[config.mk]
export PLATFORM = sky130hd
export DESIGN_NAME = niosii_system_st_symbol_packer
export DESIGN_NICKNAME = d
export VERILOG_FILES = /design/src/rtl/niosii_system_st_symbol_packer.sv
export SDC_FILE = /design/constraint.sdc
export NUM_CORES = 1
export LEC_CHECK = 0
export ABC_AREA = 0
export CORE_ASPECT_RATIO = 2
export CORE_MARGIN = 2
export CORE_UTILIZATION = 53
export CTS_CLUSTER_DIAMETER = 60
export CTS_CLUSTER_SIZE = 25
export DETAILED_ROUTE_END_ITERATION = 16
export PLACE_DENSITY = 0.8
export RECOVER_POWER = 100
export SETUP_SLACK_MARGIN = 0.2
export SYNTH_ARGS = -nofsm -noshare
export SYNTH_HDL_FRONTEND = slang
export SYNTH_SLANG_ARGS = --single-unit
[constraint.sdc]
create_clock -name clk -period 2.65 [get_ports clk]
set_input_delay 0.53 -clock clk [delete_from_list [all_inputs] [get_ports clk]]
set_output_delay 0.53 -clock clk [all_outputs]
set_load 0.01 [all_outputs]
[src/rtl/niosii_system_st_symbol_packer.sv]
// Avalon-ST symbol packer: gathers SYMBOLS_PER_BEAT narrow symbols into one wide beat
// with SOP/EOP/empty framing. Lane 0 sits in the MSBs of out_data.
module niosii_system_st_symbol_packer #(
  parameter int SYMBOL_WIDTH     = 8,
  parameter int SYMBOLS_PER_BEAT = 4,
  parameter int EMPTY_WIDTH      = 2
) (
  input  logic                                   clk,
  input  logic                                   reset_n,
  input  logic [SYMBOL_WIDTH-1:0]                in_data,
  input  logic                                   in_valid,
  output logic                                   in_ready,
  input  logic                                   in_startofpacket,
  input  logic                                   in_endofpacket,
  output logic [SYMBOL_WIDTH*SYMBOLS_PER_BEAT-1:0] out_data,
  output logic                                   out_valid,
  input  logic                                   out_ready,
  output logic                                   out_startofpacket,
  output logic                                   out_endofpacket,
  output logic [EMPTY_WIDTH-1:0]                 out_empty,
  output logic                                   sop_error
);

  localparam int W  = SYMBOL_WIDTH;
  localparam int N  = SYMBOLS_PER_BEAT;
  localparam int DW = W * N;
  localparam logic [EMPTY_WIDTH-1:0] LAST_LANE = EMPTY_WIDTH'(N - 1);

  // Handshake: a transfer happens on a rising clk edge where valid & ready are both 1.
  // valid never waits on ready; out_* hold steady while out_valid & !out_ready.
  logic [DW-1:0]          r_asm_data;
  logic [EMPTY_WIDTH-1:0] r_cnt;
  logic                   r_asm_sop;
  logic                   r_in_packet;
  logic [DW-1:0]          r_out_data;
  logic                   r_out_valid;
  logic                   r_out_sop;
  logic                   r_out_eop;
  logic [EMPTY_WIDTH-1:0] r_out_empty;
  logic                   r_sop_error;

  logic                   w_in_ready;
  logic                   w_acc;
  logic                   w_drop;
  logic                   w_restart;
  logic                   w_take;
  logic                   w_complete;
  logic [EMPTY_WIDTH-1:0] w_k;
  logic [DW-1:0]          w_merged;
  logic [EMPTY_WIDTH-1:0] w_empty;
  logic                   w_beat_sop;

  assign w_in_ready = !r_out_valid | out_ready;
  assign w_acc      = in_valid & w_in_ready;
  assign w_drop     = w_acc & !r_in_packet & !in_startofpacket;
  assign w_restart  = w_acc & in_startofpacket & (r_cnt != '0);
  assign w_take     = w_acc & !w_drop;
  // A mid-beat SOP throws away the partial beat and starts again at lane 0.
  assign w_k        = w_restart ? '0 : r_cnt;
  assign w_complete = w_take & ((w_k == LAST_LANE) | in_endofpacket);
  assign w_empty    = in_endofpacket ? (LAST_LANE - w_k) : '0;
  assign w_beat_sop = (w_k == '0) ? in_startofpacket : r_asm_sop;

  // Lanes below k keep assembled symbols, lane k takes the new one, lanes above are zero.
  always_comb begin
    w_merged = '0;
    for (int i = 0; i < N; i++) begin
      if (EMPTY_WIDTH'(i) < w_k)
        w_merged[W*(N-i)-1 -: W] = r_asm_data[W*(N-i)-1 -: W];
      else if (EMPTY_WIDTH'(i) == w_k)
        w_merged[W*(N-i)-1 -: W] = in_data;
    end
  end

  always_ff @(posedge clk or negedge reset_n) begin
    if (!reset_n) begin
      r_asm_data  <= '0;
      r_cnt       <= '0;
      r_asm_sop   <= 1'b0;
      r_in_packet <= 1'b0;
      r_out_data  <= '0;
      r_out_valid <= 1'b0;
      r_out_sop   <= 1'b0;
      r_out_eop   <= 1'b0;
      r_out_empty <= '0;
      r_sop_error <= 1'b0;
    end else begin
      r_sop_error <= w_restart | w_drop;
      if (w_take) begin
        if (in_endofpacket)
          r_in_packet <= 1'b0;
        else if (in_startofpacket)
          r_in_packet <= 1'b1;
        if (w_complete) begin
          r_cnt      <= '0;
          r_asm_sop  <= 1'b0;
          r_asm_data <= '0;
        end else begin
          r_cnt      <= w_k + EMPTY_WIDTH'(1);
          r_asm_data <= w_merged;
          if (w_k == '0)
            r_asm_sop <= in_startofpacket;
        end
      end
      if (w_complete) begin
        r_out_data  <= w_merged;
        r_out_sop   <= w_beat_sop;
        r_out_eop   <= in_endofpacket;
        r_out_empty <= w_empty;
        r_out_valid <= 1'b1;
      end else if (out_ready) begin
        r_out_valid <= 1'b0;
      end
    end
  end

  assign in_ready          = w_in_ready;
  assign out_data          = r_out_data;
  assign out_valid         = r_out_valid;
  assign out_startofpacket = r_out_sop;
  assign out_endofpacket   = r_out_eop;
  assign out_empty         = r_out_empty;
  assign sop_error         = r_sop_error;

endmodule

==> results.py, run 1 <==
metrics = {
    "clock_network": {
        "cts_inserted_buffers": 9,
        "ctsHoldBuffers": 0,
        "cts.sink_count": 66,
        "cts_tree": "yes",
        "cts_repair_resize_count": 0,
        "post_cts_buffers": 0,
        "cts_root_buf": "clkbuf_16",
        "clock_tree.htree_level_count": 3,
        "worst_setup_hold_path_clk_slew_ns": 0.05,
        "worst_skew_pair.late_latency_ns": 0.32,
        "clock_path_buffers": 2,
    },
    "flow_run": {
        "max_cap_violations": 1,
    },
    "synthesis": {
        "synthesis.area_per_instance_um2": 12.5,
        "netlist.area_leader.share": 0.529,
        "syn-num-nets": 267,
        "async_set_reset_flop_share_out_of_synthesis": 1.00,
        "post-synth-top-count-cell": "dfrtp_1",
        "synth.area.top_cells": "dfrtp_1, mux2_4, a22o_1, mux2_2, nand2_1",
        "proportion_of_synthesized_chip_area_in_sequential_cells": 0.529,
        "yosys.area.top_type": "dfrtp_1",
        "post_synth_num_cell_types": 38,
        "synth_top_cells_by_count": "dfrtp_1, a22o_1, nand2_1",
        "flop_and_latch_count_out_of_synthesis": 66,
        "synth_warnings": 0,
        "synth_edf_count": 0,
        "synth-main-ff-cell": "dfrtp_1",
        "synthesis.area_mm2": 0.00312,
        "cells_after_synth": 249,
    },
    "detailed_routing": {
        "remaining_drc_errors": 0,
        "ant_nets": 0,
        "drt-pass1-iter-count": 4,
        "post_drt_via_cell_ratio": 5.77,
        "wl_per_cell_um": 18.5,
        "drt-total-wl_um": 6980,
        "routed-via-count": 2182,
        "drt_iter0_drc": 41,
    },
    "min_path": {
        "hold_class": "register to register",
        "hold-path-cell-count": 1,
    },
    "place": {
        "port_buffers": 52,
        "final_gp_congestion": 0.803,
        "numPlacedInstances": 363,
        "dpl.hpwl_um": 4790,
    },
    "cells_and_area": {
        "n_diodes": 0,
        "area_growth_syn_to_layout_pct": 25.4,
        "fillCellCount": 446,
        "layoutNonFillerInstCount": 378,
        "post_route_cells_drive_above_1_share": 0.170,
        "multi_input_area_mm2": 0.00124,
        "nets": 331,
        "storage_cell_area_mm2": 0.00165,
    },
    "timing": {
        "report.final.hold_viol_count": 0,
        "setup_repair_after_global_routing_missed_its_margin": "no",
        "maxSlewHeadroom": -0.0724,
        "timing.final.crit_period_ns": 2.49,
        "timing_max_transition_violations_final": 67,
        "setup_viol": 0,
        "fmaxAchievable_mhz": 402,
        "tightestPinTransition_ns": 1.61,
        "finClkSkew_ns": 0.00290,
        "timing.final.crit_share": 0.939,
        "timing.setup.tns_ns": 0,
    },
    "global_route": {
        "grt_use_met3": 0.0507,
        "antenna_found_initial": 0,
        "global_route_overflow": 0,
        "globalRouteTotalUtil": 0.232,
        "first_global_vias": 2297,
        "gr-max-usage-layer": "met2",
        "grt_use_met1": 0.260,
        "gr-usage-met2": 0.397,
        "grt_start_max_net_pins": 67,
        "grt_first_pass_wirelength_um": 11300,
    },
    "status": {
        "violated_checks": "max-capacitance violations, max-slew violations",
        "run_status": "finished with violations",
    },
    "floorplan": {
        "die_width_um": 58.3,
        "floorplan.initialDensity": 0.547,
        "boundaryPins": 53,
        "fp.dieH_um": 113,
        "cell_rows": 39,
        "placeableCoreArea_mm2": 0.00571,
        "die_area_mm2": 0.00656,
    },
    "critical_path": {
        "worst_ep_required_time_ns": 2.12,
        "cp_max_fo": 9,
        "timing.reg2reg.worst_path_depth": 7,
        "worstSetupEndpointType": "primary output",
        "worstSetupStartpointType": "primary input",
        "worst-setup-path-type": "primary input to primary output",
        "worst-r2r-setup-slack_ns": 0.56,
        "cp.arrival_ns": 1.96,
    },
    "power_and_ir_drop": {
        "max-vdd-ir-drop_mv": 0.734,
        "power_leakage_uw": 0.00193,
        "pwr_density_cell_mw_per_mm2": 837,
        "p_total_uw": 3280,
    },
}
[layout by cell type, fill, tap and decap left out, drive strengths merged, types with 8 or more instances in the layout]
cell type	Yosys	final
a22o	33	33
o21ai	15	15
clkbuf	3	16
mux2	34	34
buf	13	13
nand2	28	28
clkdlybuf4s50	0	12
mux2i	8	8
dlygate4sd3	0	39
dfrtp	66	66
inv	16	16
[power by group]
part	internal, uW	switching (uW)
registers	1220	135
clock network	620	394
logic	495	416
total	2330	945
[worst paths after layout]
path	to	start
max	in_ready	out_ready
min	out_data[22]	out_data[22]
max reg2reg	out_data[27]	r_cnt[0]
min reg2reg	out_data[22]	out_data[22]
max in group asynchronous	r_asm_data[26]	reset_n
min in group asynchronous	out_data[25]	reset_n
[registers in the layout, summed over array words and instances (netlist names), 2 cells and up]
name and count:
out_data 32, r_cnt 2, r_asm_data 24, out_empty 2
[metrics by stage]
stage               area (um2)   util  setup WS, ns  hold WS, ns
CTS                       4030  0.706         0.266        0.234
detailed placement        3780  0.662         0.106        0.481
floorplan                 3120      -         0.290        0.234
global route              3910  0.686         0.130        0.508
finish                    3910  0.686         0.161        0.483
global placement          3780  0.662         0.146        0.481
[routing by layer]
layer,vias to the layer above,part of all wire
li1,1023,-
met1,1086,0.40
met2,58,0.54
met3,15,0.036
met4,0,0.031
met5,-,0
[cells by family (layout without fill, tap and decap cells)]
logic type	count (synthesis)	in the layout	share of synthesized area
buf+inv	32	100	0.0521
simple gates	39	39	0.0577
flops	66	66	0.529
xor+xnor	1	1	0.00281
fa+ha+maj	4	4	0.0160
mux	42	42	0.174
compound gates	65	65	0.169
[cell type report]
type / instances / area share
clock buffer: 11 / 0.0595
clock inverter: 4 / 0.00512
inverter: 16 / 0.0160
multi-input combinational: 151 / 0.317
sequential: 66 / 0.422
tap: 61 / 0.0195
timing repair buffer: 69 / 0.160
[worst max-delay path, stage by stage]
cell             delay [ns]
clkdlybuf4s50_1        0.45
nor2b_4                0.18
inv_4                  0.04
buf_4                  0.16
dlygate4sd3_1          0.60
Power figures use the tool's default switching activity.
==> inputs of run 2 (changes only) <==
--- a/config.mk
+++ b/config.mk
@@ -12,7 +12,7 @@
 export CTS_CLUSTER_DIAMETER = 60
 export CTS_CLUSTER_SIZE = 25
 export DETAILED_ROUTE_END_ITERATION = 16
-export PLACE_DENSITY = 0.8
+export PLACE_DENSITY_LB_ADDON = 0.1
 export RECOVER_POWER = 100
 export SETUP_SLACK_MARGIN = 0.2
 export SYNTH_ARGS = -nofsm -noshare
==> run 2 against run 1 <==
  * Clock-buffer cell count increased by 3
  * Die area stayed put
  * Final cell count is 0.79% higher
  * Wire length is 3.8% lower
  * Combinational power fell by 1%
  * Total power up 4.1%
  * Clock skew up 0.0011 ns
  * The flow still finishes with violations (max-capacitance violations, max-slew violations)
  * Sequential share of layout area is 0.62 points lower
  * Core utilization is 1.0 points higher
  * Worst setup slack improved by 0.041 ns
  * Critical path type unchanged
==> results.py, run 2 (same netlist as run 1, synthesis figures left out) <==
metrics = {
    "place": {
        "final_gp_congestion": 0.847,
        "post-place-ws_ns": -0.000780,
        "dpl.hpwl_um": 4790,
        "port_buffers": 52,
    },
    "detailed_routing": {
        "drt_iter0_drc": 58,
        "drt-total-wl_um": 6710,
        "highest_layer": "met4",
        "routed_length_on_met2_um": 3510,
        "wl_per_cell_um": 17.6,
        "routed-via-count": 2195,
        "drt-pass1-iter-count": 4,
        "wirelength_met1_um": 2750,
        "remaining_drc_errors": 0,
        "post_drt_via_cell_ratio": 5.76,
        "wl_met3_um": 260,
        "ant_nets": 0,
    },
    "min_path": {
        "min_from": "out_data[21]",
        "terminating_pin_of_the_worst_hold_path": "out_data[21]",
        "hold_class": "register to register",
        "hold-path-cell-count": 1,
    },
    "timing": {
        "timing.final.crit_period_ns": 2.45,
        "tightestPinTransition_ns": 1.69,
        "report.final.hold_viol_count": 0,
        "finClkSkew_ns": 0.00398,
        "setup_viol": 0,
        "final_critical_path_setup_slack_ns": 0.202,
        "hold_slack_ns": 0.481,
        "maxSlewHeadroom": -0.130,
        "fmaxAchievable_mhz": 409,
        "timing_max_transition_violations_final": 30,
        "timing.final.crit_share": 0.924,
        "setup_repair_after_global_routing_missed_its_margin": "no",
    },
    "cells_and_area": {
        "n_diodes": 0,
        "largest_reg_flops": 32,
        "nets": 333,
        "fillCellCount": 462,
        "layout_common_cells": "dfrtp_1, dlygate4sd3_1, a22o_1",
        "post_route_cells_drive_above_1_share": 0.166,
        "area_growth_syn_to_layout_pct": 27.3,
        "layout.cells.most_common": "dfrtp_1",
    },
    "floorplan": {
        "floorplan.initialDensity": 0.547,
        "placeableCoreArea_mm2": 0.00571,
        "cell_rows": 39,
        "die_area_mm2": 0.00656,
        "die_width_um": 58.3,
        "boundaryPins": 53,
        "fp.dieH_um": 113,
    },
    "global_route": {
        "first_global_vias": 2273,
        "globalRouteTotalUtil": 0.234,
        "antenna_found_initial": 0,
        "global_route_overflow": 0,
        "grt_first_pass_wirelength_um": 11400,
        "grt_start_max_net_pins": 38,
    },
    "critical_path": {
        "worstPathBufferInverterCount": 4,
        "timing.critical_path.max_delay_family": "buffers and inverters",
        "worst-setup-path-type": "primary input to primary output",
        "crit_path_frequent_cell": "clkdlybuf4s50_1",
        "crit-reg2reg-launch": "out_valid",
        "timing.critical_path.cells": "clkdlybuf4s50_1, nor2b_4, clkinvlp_2, buf_4, clkdlybuf4s50_1",
        "cp.arrival_ns": 1.92,
        "cp_max_fo": 9,
        "timing.reg2reg.worst_path_depth": 7,
        "worstSetupStartpointType": "primary input",
        "regToRegEndpoint": "out_data[28]",
        "critical-path-slowest-cell": "clkdlybuf4s50_1",
        "cp_slowest_stage_delay_ns": 0.48,
        "worst_ep_required_time_ns": 2.12,
        "worst-r2r-setup-slack_ns": 0.52,
        "worstSetupEndpointType": "primary output",
    },
    "clock_network": {
        "worst_setup_hold_path_clk_slew_ns": 0.05,
        "cts_root_buf": "clkbuf_16",
        "cts_inserted_buffers": 9,
        "worst_skew_pair.late_latency_ns": 0.32,
        "clock_path_buffers": 2,
        "clock_tree.htree_level_count": 3,
        "cts.sink_count": 66,
        "post_cts_buffers": 0,
        "cts_tree": "yes",
    },
    "power_and_ir_drop": {
        "pwr_density_cell_mw_per_mm2": 859,
        "max-vdd-ir-drop_mv": 0.759,
        "p_total_uw": 3410,
        "power_leakage_uw": 0.00195,
    },
    "flow_run": {
        "max_cap_violations": 1,
    },
    "status": {
        "run_status": "finished with violations",
        "violated_checks": "max-capacitance violations, max-slew violations",
    },
}
[run 2: how the worst max path moves through the flow]
stage / end / cells past startpoint / slack, ns / from
floorplan: out_data[30] / 8 / 0.29 / in_valid
global placement: r_asm_data[31] / 7 / 0.04 / in_startofpacket
detailed placement: out_data[15] / 8 / -0.0008 / out_ready
CTS: in_ready / 5 / 0.26 / out_ready
global route: r_asm_data[30] / 9 / 0.13 / out_ready
finish: in_ready / 5 / 0.20 / out_ready
[run 2: timing repair]
item	in CTS	in global routing
hold buffers	0	0
setup endpoints to repair	0	11
gates resized for setup	0	1
[run 2: power by group]
group	leakage [uW]	switching [uW]	internal, uW	total [uW]
registers	0.000874	122	1220	1340
clock network	0.000147	396	778	1170
logic	0.000925	405	495	899
[run 2: stage by stage]
step / instance area [um2] / utilization / setup TNS [ns] / std cells
finish: 3970 / 0.696 / 0 / 381
global route: 3970 / 0.696 / 0 / 381
global placement: 3770 / 0.660 / 0 / 365
floorplan: 3120 / - / 0 / 249
CTS: 4070 / 0.712 / 0 / 381
detailed placement: 3770 / 0.660 / -0.000780 / 365
[run 2: per-layer routing]
layer	track usage	vias up
li1	-	1027
met1	0.294	1091
met2	0.373	61
met3	0.0484	16
met4	0.115	0
met5	0	-
[run 2: cell type report]
cell class | instances | area [um2] | share of cell area
flip-flops and latches | 66 | 1650 | 0.416
multi-input cells | 151 | 1230 | 0.310
inverters | 16 | 61.3 | 0.0154
well taps | 61 | 76.3 | 0.0192
clock buffers | 14 | 264 | 0.0665
repair buffers | 71 | 654 | 0.165
clock inverters | 2 | 35.0 | 0.00882
==> inputs of run 3 (changes only) <==
--- a/config.mk
+++ b/config.mk
@@ -12,6 +12,7 @@
 export CTS_CLUSTER_DIAMETER = 60
 export CTS_CLUSTER_SIZE = 25
 export DETAILED_ROUTE_END_ITERATION = 16
+export MAX_ROUTING_LAYER = met4
 export PLACE_DENSITY_LB_ADDON = 0.1
 export RECOVER_POWER = 100
 export SETUP_SLACK_MARGIN = 0.2
==> run 3 against run 2 <==
  * The run still ends with max-capacitance violations, max-slew violations left
  * Global-route usage increased by 0.69 points
  * Sequential cell count unchanged
  * First-iteration DRC count increased by 16%
  * Clock skew about the same
  * Die area unchanged
  * Sequential share of layout area unchanged
  * Critical path depth unchanged
  * Critical path type unchanged
  * Non-clock buffer count unchanged
  * Core utilization unchanged
==> results.py, run 3 (same netlist as run 1, synthesis figures left out) <==
metrics = {
    "critical_path": {
        "critical-path-slowest-cell": "clkdlybuf4s50_1",
        "timing.critical_path.cells": "clkdlybuf4s50_1, nor2b_4, clkinvlp_2, buf_4, clkdlybuf4s50_1",
        "worst_ep_required_time_ns": 2.12,
        "worstSetupStartpointType": "primary input",
        "cp.arrival_ns": 1.92,
        "crit_path_frequent_cell": "clkdlybuf4s50_1",
        "timing.critical_path.max_delay_family": "buffers and inverters",
        "worst-setup-path-type": "primary input to primary output",
        "worstSetupEndpointType": "primary output",
        "worstPathBufferInverterCount": 4,
        "cp_max_fo": 9,
        "cp_slowest_stage_delay_ns": 0.48,
    },
    "detailed_routing": {
        "drt_iter0_drc": 67,
        "drt-total-wl_um": 6710,
        "remaining_drc_errors": 0,
        "wl_per_cell_um": 17.6,
        "ant_nets": 0,
        "routed-via-count": 2188,
        "drt-pass1-iter-count": 4,
        "post_drt_via_cell_ratio": 5.74,
    },
    "global_route": {
        "first_global_vias": 2270,
        "globalRouteTotalUtil": 0.240,
        "grt_first_pass_wirelength_um": 11400,
        "global_route_overflow": 0,
        "antenna_found_initial": 0,
        "grt_start_max_net_pins": 38,
    },
    "power_and_ir_drop": {
        "power_leakage_uw": 0.00195,
        "max-vdd-ir-drop_mv": 0.759,
        "pwr_density_cell_mw_per_mm2": 860,
        "p_total_uw": 3410,
    },
    "cells_and_area": {
        "multi_input_area_mm2": 0.00123,
        "nets": 333,
        "post_route_cells_drive_above_1_share": 0.166,
        "layoutNonFillerInstCount": 381,
        "storage_cell_area_mm2": 0.00165,
        "layout.cells.most_common": "dfrtp_1",
        "n_diodes": 0,
        "largest_reg_flops": 32,
        "area_growth_syn_to_layout_pct": 27.3,
        "fillCellCount": 462,
        "layout_common_cells": "dfrtp_1, dlygate4sd3_1, a22o_1",
    },
    "place": {
        "port_buffers": 52,
        "numPlacedInstances": 365,
        "dpl.hpwl_um": 4790,
        "final_gp_congestion": 0.861,
    },
    "status": {
        "violated_checks": "max-capacitance violations, max-slew violations",
        "run_status": "finished with violations",
    },
    "clock_network": {
        "cts_inserted_buffers": 9,
        "clock_path_buffers": 2,
        "cts_tree": "yes",
        "ctsHoldBuffers": 0,
        "cts_root_buf": "clkbuf_16",
        "worst_setup_hold_path_clk_slew_ns": 0.05,
        "worst_skew_pair.late_latency_ns": 0.32,
        "post_cts_buffers": 0,
        "clock_tree.htree_level_count": 3,
        "cts.sink_count": 66,
    },
    "floorplan": {
        "boundaryPins": 53,
        "die_width_um": 58.3,
        "cell_rows": 39,
        "placeableCoreArea_mm2": 0.00571,
        "die_area_mm2": 0.00656,
        "fp.dieH_um": 113,
        "floorplan.initialDensity": 0.547,
    },
    "timing": {
        "finClkSkew_ns": 0.00388,
        "timing.final.crit_period_ns": 2.45,
        "maxSlewHeadroom": -0.131,
        "timing_max_transition_violations_final": 30,
        "timing.setup.tns_ns": 0,
        "timing.final.crit_share": 0.925,
        "fmaxAchievable_mhz": 408,
        "report.final.hold_viol_count": 0,
        "tightestPinTransition_ns": 1.70,
        "setup_repair_after_global_routing_missed_its_margin": "no",
        "setup_viol": 0,
        "hold_slack_ns": 0.481,
    },
    "flow_run": {
        "max_cap_violations": 1,
    },
    "min_path": {
        "hold_class": "register to register",
    },
}
==> run 3: metal layers <==
metal  vias to the layer above  routed length, um  track usage
met5                         -                  0            -
met4                         0                190        0.115
met3                        17                260       0.0484
met2                        56               3480        0.372
met1                      1091               2780        0.296
li1                       1024                  -            -
==> run 3: worst paths after layout <==
check	start	endpoint	slack [ns]	cells past startpoint
hold / removal	out_data[21]	out_data[21]	0.48	1
min in group asynchronous	reset_n	out_data[15]	0.64	1
setup / recovery	out_ready	in_ready	0.20	5
setup reg to reg	out_valid	out_data[28]	0.51	7
max in group asynchronous	reset_n	out_startofpacket	1.02	1
hold reg to reg	out_data[21]	out_data[21]	0.48	1
==> run 3: layout make-up <==
class | instances | share of cell area
clock buffer | 14 | 0.0665
clock inverter | 2 | 0.00882
inverter | 16 | 0.0154
multi-input combinational | 151 | 0.310
sequential | 66 | 0.416
tap | 61 | 0.0192
timing repair buffer | 71 | 0.165
==> run 3: power breakdown <==
| part | internal, uW | switching (uW) |
|---|---|---|
| clock | 778 | 397 |
| sequential | 1220 | 122 |
| combinational | 495 | 406 |
| total | 2490 | 925 |
==> run 3: repair_timing <==
item / in CTS / in global routing
hold endpoints to repair: 0 / 0
gates resized for setup: 0 / 1
setup endpoints to repair: 0 / 11
==> run 3: worst register-to-register path: cells and delay by family (launching register included) <==
family	cells	cell delay [ns]
DFF	1	0.37
and+or+nand+nor	1	0.19
adders and majority gates	1	0.36
muxes	2	0.60
buffers and inverters	2	0.21
AOI/OAI and AO/OA	1	0.28
==> run 3: stage by stage <==
stage / instance area (um2) / worst slack, ns / utilization
finish: 3970 / 0.198 / 0.696
global route: 3970 / 0.132 / 0.696
CTS: 4070 / 0.265 / 0.712
detailed placement: 3770 / -0.000780 / 0.660
global placement: 3770 / 0.0430 / 0.660
floorplan: 3120 / 0.290 / -
